==> src/rtl/ram_pkg.sv <==
// ram_pkg: shared definitions for the RAM scan reader.
//   RAM_ADDR_W / RAM_DATA_W : default RAM address and word widths
//   scan_state_e            : scan FSM state type
package ram_pkg;

  localparam int unsigned RAM_ADDR_W = 5;
  localparam int unsigned RAM_DATA_W = 4;

  typedef enum logic [1:0] {
    ST_IDLE  = 2'd0,
    ST_ISSUE = 2'd1,
    ST_WAIT  = 2'd2,
    ST_HOLD  = 2'd3
  } scan_state_e;

endpackage

==> src/rtl/addr_wrap_counter.sv <==
// addr_wrap_counter: loadable address counter that wraps modulo 2^ADDR_W.
//   clk, reset : clock and synchronous active-high reset
//   load       : load load_addr (wins over inc)
//   load_addr  : value to load
//   inc        : advance by one, last address wraps to zero
//   count      : current address
//   at_last    : count is the all-ones (terminal) address
module addr_wrap_counter
  import ram_pkg::*;
#(
  parameter int unsigned ADDR_W = RAM_ADDR_W
) (
  input  logic              clk,
  input  logic              reset,
  input  logic              load,
  input  logic [ADDR_W-1:0] load_addr,
  input  logic              inc,
  output logic [ADDR_W-1:0] count,
  output logic              at_last
);

  logic [ADDR_W-1:0] count_q;
  logic [ADDR_W-1:0] count_d;

  // Next count: load has priority, increment relies on natural overflow to wrap.
  always_comb begin
    count_d = count_q;
    if (load) begin
      count_d = load_addr;
    end else if (inc) begin
      count_d = count_q + {{(ADDR_W-1){1'b0}}, 1'b1};
    end else begin
      count_d = count_q;
    end
  end

  // Counter register.
  always_ff @(posedge clk) begin
    if (reset) begin
      count_q <= {ADDR_W{1'b0}};
    end else begin
      count_q <= count_d;
    end
  end

  assign count   = count_q;
  assign at_last = &count_q;

endmodule

==> src/rtl/ram_scan_reader.sv <==
// ram_scan_reader: walks a synchronous-read RAM address by address and
// presents each word to a consumer with a valid/ready handshake.
//   clk, reset  : clock and synchronous active-high reset
//   start       : begin a scan at start_addr (only honoured when idle)
//   start_addr  : first address of the scan
//   one_pass    : captured with start; 1 = stop after the last address
//   stop        : abort the scan immediately, discarding any pending word
//   ram_addr    : registered RAM read address
//   ram_data    : RAM read data, one edge after the address edge
//   data_out    : word presented to the consumer
//   addr_out    : address of data_out
//   valid       : data_out/addr_out hold a word
//   ready       : consumer accepts the word when valid && ready
//   busy        : scan in progress
//   done        : one-cycle pulse when a one-pass scan completes
// The block only reads; it has no RAM write-enable.
module ram_scan_reader
  import ram_pkg::*;
#(
  parameter int unsigned ADDR_W = RAM_ADDR_W,
  parameter int unsigned DATA_W = RAM_DATA_W
) (
  input  logic              clk,
  input  logic              reset,
  input  logic              start,
  input  logic [ADDR_W-1:0] start_addr,
  input  logic              one_pass,
  input  logic              stop,
  output logic [ADDR_W-1:0] ram_addr,
  input  logic [DATA_W-1:0] ram_data,
  output logic [DATA_W-1:0] data_out,
  output logic [ADDR_W-1:0] addr_out,
  output logic              valid,
  input  logic              ready,
  output logic              busy,
  output logic              done
);

  scan_state_e       state_q, state_d;
  // WAIT spans two edges: the RAM samples ram_addr on the first, and the
  // read word is captured on the second.
  logic              wait_phase_q, wait_phase_d;
  logic              one_pass_q, one_pass_d;
  logic [ADDR_W-1:0] ram_addr_q, ram_addr_d;
  logic [DATA_W-1:0] data_out_q, data_out_d;
  logic [ADDR_W-1:0] addr_out_q, addr_out_d;
  logic              valid_q, valid_d;
  logic              busy_q, busy_d;
  logic              done_q, done_d;

  logic              cnt_load;
  logic              cnt_inc;
  logic [ADDR_W-1:0] cur_addr;
  logic              cur_last;

  addr_wrap_counter #(
    .ADDR_W(ADDR_W)
  ) u_cur_addr (
    .clk      (clk),
    .reset    (reset),
    .load     (cnt_load),
    .load_addr(start_addr),
    .inc      (cnt_inc),
    .count    (cur_addr),
    .at_last  (cur_last)
  );

  // Scan FSM next-state and output-register logic; stop overrides everything.
  always_comb begin
    state_d      = state_q;
    wait_phase_d = wait_phase_q;
    one_pass_d   = one_pass_q;
    ram_addr_d   = ram_addr_q;
    data_out_d   = data_out_q;
    addr_out_d   = addr_out_q;
    valid_d      = valid_q;
    done_d       = 1'b0;
    cnt_load     = 1'b0;
    cnt_inc      = 1'b0;

    if (stop) begin
      state_d      = ST_IDLE;
      wait_phase_d = 1'b0;
      valid_d      = 1'b0;
    end else begin
      case (state_q)
        ST_IDLE: begin
          if (start) begin
            state_d    = ST_ISSUE;
            cnt_load   = 1'b1;
            one_pass_d = one_pass;
          end else begin
            state_d = ST_IDLE;
          end
        end
        ST_ISSUE: begin
          ram_addr_d   = cur_addr;
          wait_phase_d = 1'b0;
          state_d      = ST_WAIT;
        end
        ST_WAIT: begin
          if (wait_phase_q) begin
            data_out_d   = ram_data;
            addr_out_d   = cur_addr;
            valid_d      = 1'b1;
            wait_phase_d = 1'b0;
            state_d      = ST_HOLD;
          end else begin
            wait_phase_d = 1'b1;
          end
        end
        ST_HOLD: begin
          if (ready) begin
            valid_d = 1'b0;
            if (one_pass_q && cur_last) begin
              done_d  = 1'b1;
              state_d = ST_IDLE;
            end else begin
              cnt_inc = 1'b1;
              state_d = ST_ISSUE;
            end
          end else begin
            state_d = ST_HOLD;
          end
        end
        default: begin
          state_d      = ST_IDLE;
          wait_phase_d = 1'b0;
          valid_d      = 1'b0;
        end
      endcase
    end

    // busy is registered from the next state so it lines up with state_q.
    busy_d = (state_d != ST_IDLE);
  end

  // State and output registers.
  always_ff @(posedge clk) begin
    if (reset) begin
      state_q      <= ST_IDLE;
      wait_phase_q <= 1'b0;
      one_pass_q   <= 1'b0;
      ram_addr_q   <= {ADDR_W{1'b0}};
      data_out_q   <= {DATA_W{1'b0}};
      addr_out_q   <= {ADDR_W{1'b0}};
      valid_q      <= 1'b0;
      busy_q       <= 1'b0;
      done_q       <= 1'b0;
    end else begin
      state_q      <= state_d;
      wait_phase_q <= wait_phase_d;
      one_pass_q   <= one_pass_d;
      ram_addr_q   <= ram_addr_d;
      data_out_q   <= data_out_d;
      addr_out_q   <= addr_out_d;
      valid_q      <= valid_d;
      busy_q       <= busy_d;
      done_q       <= done_d;
    end
  end

  assign ram_addr = ram_addr_q;
  assign data_out = data_out_q;
  assign addr_out = addr_out_q;
  assign valid    = valid_q;
  assign busy     = busy_q;
  assign done     = done_q;

endmodule

==> config.mk <==
export PLATFORM = sky130hd
export DESIGN_NAME = ram_scan_reader
export DESIGN_NICKNAME = d
export VERILOG_FILES = /design/src/rtl/ram_pkg.sv /design/src/rtl/addr_wrap_counter.sv /design/src/rtl/ram_scan_reader.sv
export SDC_FILE = /design/constraint.sdc
export NUM_CORES = 1
export LEC_CHECK = 0
export ABC_AREA = 0
export CORE_ASPECT_RATIO = 0.7
export CORE_MARGIN = 8
export CORE_UTILIZATION = 42
export CTS_CLUSTER_SIZE = 30
export DETAILED_ROUTE_END_ITERATION = 10
export PLACE_DENSITY_LB_ADDON = 0.1
export SETUP_SLACK_MARGIN = 0.3
export SLEW_MARGIN = 20
export SYNTH_ARGS = -nofsm -noshare
export SYNTH_HDL_FRONTEND = slang
export SYNTH_SLANG_ARGS = --single-unit
==> constraint.sdc <==
create_clock -name clk -period 1.8 [get_ports clk]
set_input_delay 0.36 -clock clk [delete_from_list [all_inputs] [get_ports clk]]
set_output_delay 0.36 -clock clk [all_outputs]
set_load 0.02 [all_outputs]
# After elaboration in Yosys (flattened, before gate mapping)
# Index checks and enable logic that the tools add are counted.
# op_classes
n_addsub	1
eq_ne	5
n_mux	21
bitwise	3
reduce_logical	13
# op_table
cell	n
1-bit 2-to-1 mux	13
5-bit 2-to-1 mux	2
3-bit AND reduction	3
2-bit case mux with 4 select lines	1
2-bit nonzero test	4
2-bit 2-to-1 mux	3
5-bit by 1-bit adder with 5-bit output, second input constant	1
5-bit AND reduction	1
2-bit equality test, second input constant	2
2-bit != test, second input constant	2
1-bit case mux with 2 select lines	2
4-bit OR reduction	1
1-bit inverter	3
2-bit by 1-bit equality test with 1-bit output, second input constant	1
2-bit logical NOT	1
2-bit AND reduction	1
2-bit OR reduction	1
1-bit logical AND	1
# totals
regBits	26
input_bits	15
output_inout_bits	17
word_cells	53

# Logic depth before layout (Yosys ltp)
# logic_depth
ltp_word	8
mapped_depth	6
ltp_nobuf	6

# Cells and area by module
# Synthesis repeated with hierarchy kept, for this count alone.
# hier_totals
hier_cells	118
hier_area_um2	1219.9
# modules_own_cells
module	instances	cells_each	area_per_inst_um2	seq_area_each_um2
ram_scan_reader	1	90	950.9	420.4
addr_wrap_counter	1	28	269.0	100.1

# Least setup slack after synthesis
# No wires, ideal clock.
# synth_path
path_type	register to register
startpoint	register u_cur_addr.count_q[0] (netlist: u_cur_addr.count[0])
endpoint	register u_cur_addr.count_q[3] (netlist: u_cur_addr.count[3])
setup_ps	91
arrival_time_ps	1807
required_ps	1709
setup_slack_ps	-98
path_stages_with_launch	7
n_path_buf	0
synth_period_minus_slack_ps	1898
path_cell_list	dfxtp_1 ha_1 and3_1 ha_1 and2_0 or4_1 a311oi_1
# synth_between
elab_chain_cells	7
elab_cells_between_ends	10
classes_between	1 x add/sub; 6 x mux; 3 x reduce/logical
# synth_lines
element	line	rtl
from (decl)	addr_wrap_counter.sv:22	logic [ADDR_W-1:0] count_q;
from (signal assigned)	addr_wrap_counter.sv:40	count_q <= {ADDR_W{1'b0}};
from (signal assigned)	addr_wrap_counter.sv:42	count_q <= count_d;
5-bit AND reduction	addr_wrap_counter.sv:47	assign at_last = &count_q;
1-bit logical AND	ram_scan_reader.sv:115	if (one_pass_q && cur_last) begin
1-bit 2-to-1 mux	ram_scan_reader.sv:115	
1-bit 2-to-1 mux	ram_scan_reader.sv:113	if (ready) begin
1-bit 2-to-1 mux	ram_scan_reader.sv:86	case (state_q)
1-bit 2-to-1 mux	ram_scan_reader.sv:81	if (stop) begin
2-bit nonzero test (no source line)	n/a	
# Parallel ways exist; a longest one is shown, timed or not. The select of a mux whose other input is x is not followed.
# A chain may end at the register's enable or synchronous reset.

# Worst setup path in the final report
# Same ends and word-level chain as after synthesis.

==> results.sh <==
export IMPL_synth_seq_cells=26
export IMPL_ant_nets=0
export IMPL_top_layer="met4"
export IMPL_drt_first_pass_iters=5
export IMPL_die_width_um=79.1
export IMPL_status="finished clean"
export IMPL_tns_ps=0
export IMPL_ctsLongestPathBuffers=2
export IMPL_insertedDiodeCount=0
export IMPL_hold_viol=0
export IMPL_start_util_pct=43.0
export IMPL_p_comb_share_pct=10.1
export IMPL_cts_sinks=26
export IMPL_cts_root_buf="clkbuf_8"
export IMPL_slew_violations=0
export IMPL_cap_violations=0
export IMPL_critPathTopFamily="simple AND/OR/NAND/NOR gates"
export IMPL_gp_congestion=0.851
export IMPL_cp_slowest_stage_delay_ps=390
export IMPL_critPathKind="reg -> reg"
export IMPL_finalCritPeriodShare_pct=92.9
export IMPL_fin_cells=199
export IMPL_insertion_delay_ps=260
export IMPL_endpoint_kind="flip-flop"
export IMPL_coreArea_sq_mm=0.00272
export IMPL_post_dp_cell_area_sq_mm=0.00162
export IMPL_grt_use_total_pct=12.0
export IMPL_fmax_mhz=598
export IMPL_yosys_warnings=0
export IMPL_netlist_instances=121
export IMPL_area_delta_synth_final_pct=46.3
export IMPL_setup_violations=0
export IMPL_drive_above_1_share_pct=18.4
export IMPL_cts_buffers=3
export IMPL_nNetsFinal=185
export IMPL_synthesis_area_sq_mm=0.00117
export IMPL_timing_critical_path_slowest_stage_cell="or4_1"
export IMPL_cp_max_fo=4
export IMPL_ir_drop_mv=0.794
export IMPL_fin_util_pct=62.9
export IMPL_p_clk_share_pct=39.5
export IMPL_routed_via_count=1018
export IMPL_dp_hpwl_um=2160
export IMPL_postLayoutCellArea_sq_mm=0.00171
export IMPL_drcViolationCount=0
export IMPL_crit_buf_inv=0
export IMPL_rows=16
export IMPL_power_share_switching_pct=20.0
export IMPL_grt_max_degree=16
export IMPL_path_common_cell="ha_4"
export IMPL_avgSynthCellArea_sq_um=9.68
export IMPL_tightestPinTransition_ps=295
export IMPL_clk_pin_slew_ps=90
export IMPL_cts_tree="built"
export IMPL_overflow=0
export IMPL_intPower_uw=953
export IMPL_leakage_uw=0.000832
export IMPL_grt_setup_unrepaired="true"
export IMPL_port_buffers=31
export IMPL_vias_per_cell=5.12
export IMPL_grt_pass1_wl_um=4620
export IMPL_period_minus_slack_ps=1670
export IMPL_yosysUniqueCellTypes=32
export IMPL_skew_ps=3.58
export IMPL_die_area_sq_mm=0.00476
export IMPL_wl_per_cell_um=13.9
export IMPL_drt_met1_wl_um=1310
export IMPL_seqPwrFrac_pct=50.4
export IMPL_drt_iter0_drc=81
export IMPL_startpoint_type="flip-flop"
export IMPL_crit_required_ps=1980
export IMPL_cp_arrival_ps=1850
export IMPL_die_h_um=60.2
export IMPL_crit_chain="ha_4 > and3_4 > ha_4 > and2_4 > or4_1 > a311oi_1"
export IMPL_ios=32
export IMPL_first_global_vias=968
export IMPL_htree_levels=1
export IMPL_met2_length_um=1220
export IMPL_layout_common_cells="23 x dfxtp_1, 21 x nor2_1, 17 x dlygate4sd2_1, 14 x mux2i_1, 14 x clkdlybuf4s50_1"
export IMPL_syn_num_nets=142
export IMPL_dr_wl_met3_um=229
export IMPL_synth_seq_area_share_pct=44.4
export IMPL_final_common_cell="dfxtp_1"
export IMPL_hold_class="reg -> reg"
export IMPL_antenna_found_initial=0
export IMPL_wl_um=2770
export IMPL_slew_headroom_pct=80.2
export IMPL_switchingPower_uw=239
export IMPL_dp_cells=192
export IMPL_power_density_mw_per_mm2=695
registers in the layout, indices dropped and copies added (netlist names):
name,count
wait_phase_q,1
data_out,4
u_cur_addr.count,5
one_pass_q,1
ram_addr,5
state_q,2
done,1
addr_out,5
busy,1
valid,1
worst min-delay path, delay by kind of cell, from the launching register on:
kind	cells	cell delay (ps)
simple gates	1	60
compound gates	1	50
flops	1	340
cell usage after synthesis:
cell	number	area, sq um
nor2_1	21	78.8
o21a_1	2	15.0
and2_1	2	12.5
o21bai_1	2	15.0
a21oi_1	2	10.0
mux2i_1	14	140
and3_1	3	18.8
a31oi_1	1	6.26
clkbuf_1	3	11.3
o221ai_1	1	8.76
and3b_1	1	8.76
and2_0	1	6.26
ha_1	6	75.1
nand2b_1	3	18.8
nand3_1	3	15.0
mux2_2	1	11.3
a311oi_1	5	43.8
inv_1	3	11.3
or4_1	1	7.51
dfxtp_1	26	521
and3_2	1	7.51
o31ai_1	1	7.51
nand3b_1	2	15.0
nand3b_4	1	20.0
a211oi_1	2	15.0
nor3_1	1	5.00
and3b_2	1	10.0
a21boi_0	1	7.51
buf_2	1	5.00
nand2_1	5	18.8
o21ai_0	2	10.0
or2b_1	2	15.0
metrics by stage:
| stage | hold slack (ps) | setup WS [ps] | total power (uW) |
|---|---|---|---|
| floorplan | 437 | 137 | 663 |
| global placement | 474 | 38.8 | 726 |
| detailed placement | 477 | 6.95 | 729 |
| CTS | 491 | 119 | 1200 |
| global route | 522 | 37.4 | 1240 |
| finish | 490 | 128 | 1190 |
power groups by stage:
stage / clock [uW] / sequential (uW) / combinational [uW]
after global routing: 503 / 603 / 133
after floorplan: 0 / 617 / 46.9
after global placement: 0 / 617 / 109
after detailed placement: 0 / 618 / 111
after CTS: 484 / 600 / 119
final: 470 / 600 / 121
routing by layer:
| layer | up-vias | track usage [%] |
|---|---|---|
| met2 | 32 | 17.7 |
| met5 | - | 0 |
| li1 | 513 | - |
| met4 | 0 | 1.57 |
| met1 | 471 | 15.9 |
| met3 | 2 | 5.26 |
cells by family after synthesis:
group	synth area share, %
AND/OR/NAND/NOR	22.0
flip-flops	44.4
AO/OA/AOI/OAI	11.9
multiplexers	12.9
buffers and inverters	2.35
adder cells (fa/ha/maj)	6.41
path summary, 6_finish.rpt:
kind / start / end / slack [ps] / cells after the start
max: u_cur_addr.count[0] / u_cur_addr.count[3] / 130 / 6
min: one_pass_q / one_pass_q / 490 / 2
max reg2reg: u_cur_addr.count[0] / u_cur_addr.count[3] / 130 / 6
min reg2reg: one_pass_q / one_pass_q / 490 / 2
what timing repair did:
| item | in CTS | in global routing |
|---|---|---|
| endpoints found under the setup margin | 20 | 16 |
| setup buffers | 3 | 0 |
| pin swaps | 3 | 2 |
| gates resized for setup | 19 | 5 |
| hold endpoints to repair | 0 | 0 |
| hold buffers | 0 | 0 |
layout make-up:
type | instances | area, sq um
clock buffers | 3 | 41.3
inverters | 3 | 11.3
well taps | 36 | 45.0
clock inverters | 1 | 30.0
fillers | 251 | 1010
flip-flops and latches | 26 | 529
repair buffers | 42 | 388
multi-input cells | 88 | 668
No activity file was read; power rests on OpenSTA's default activity.
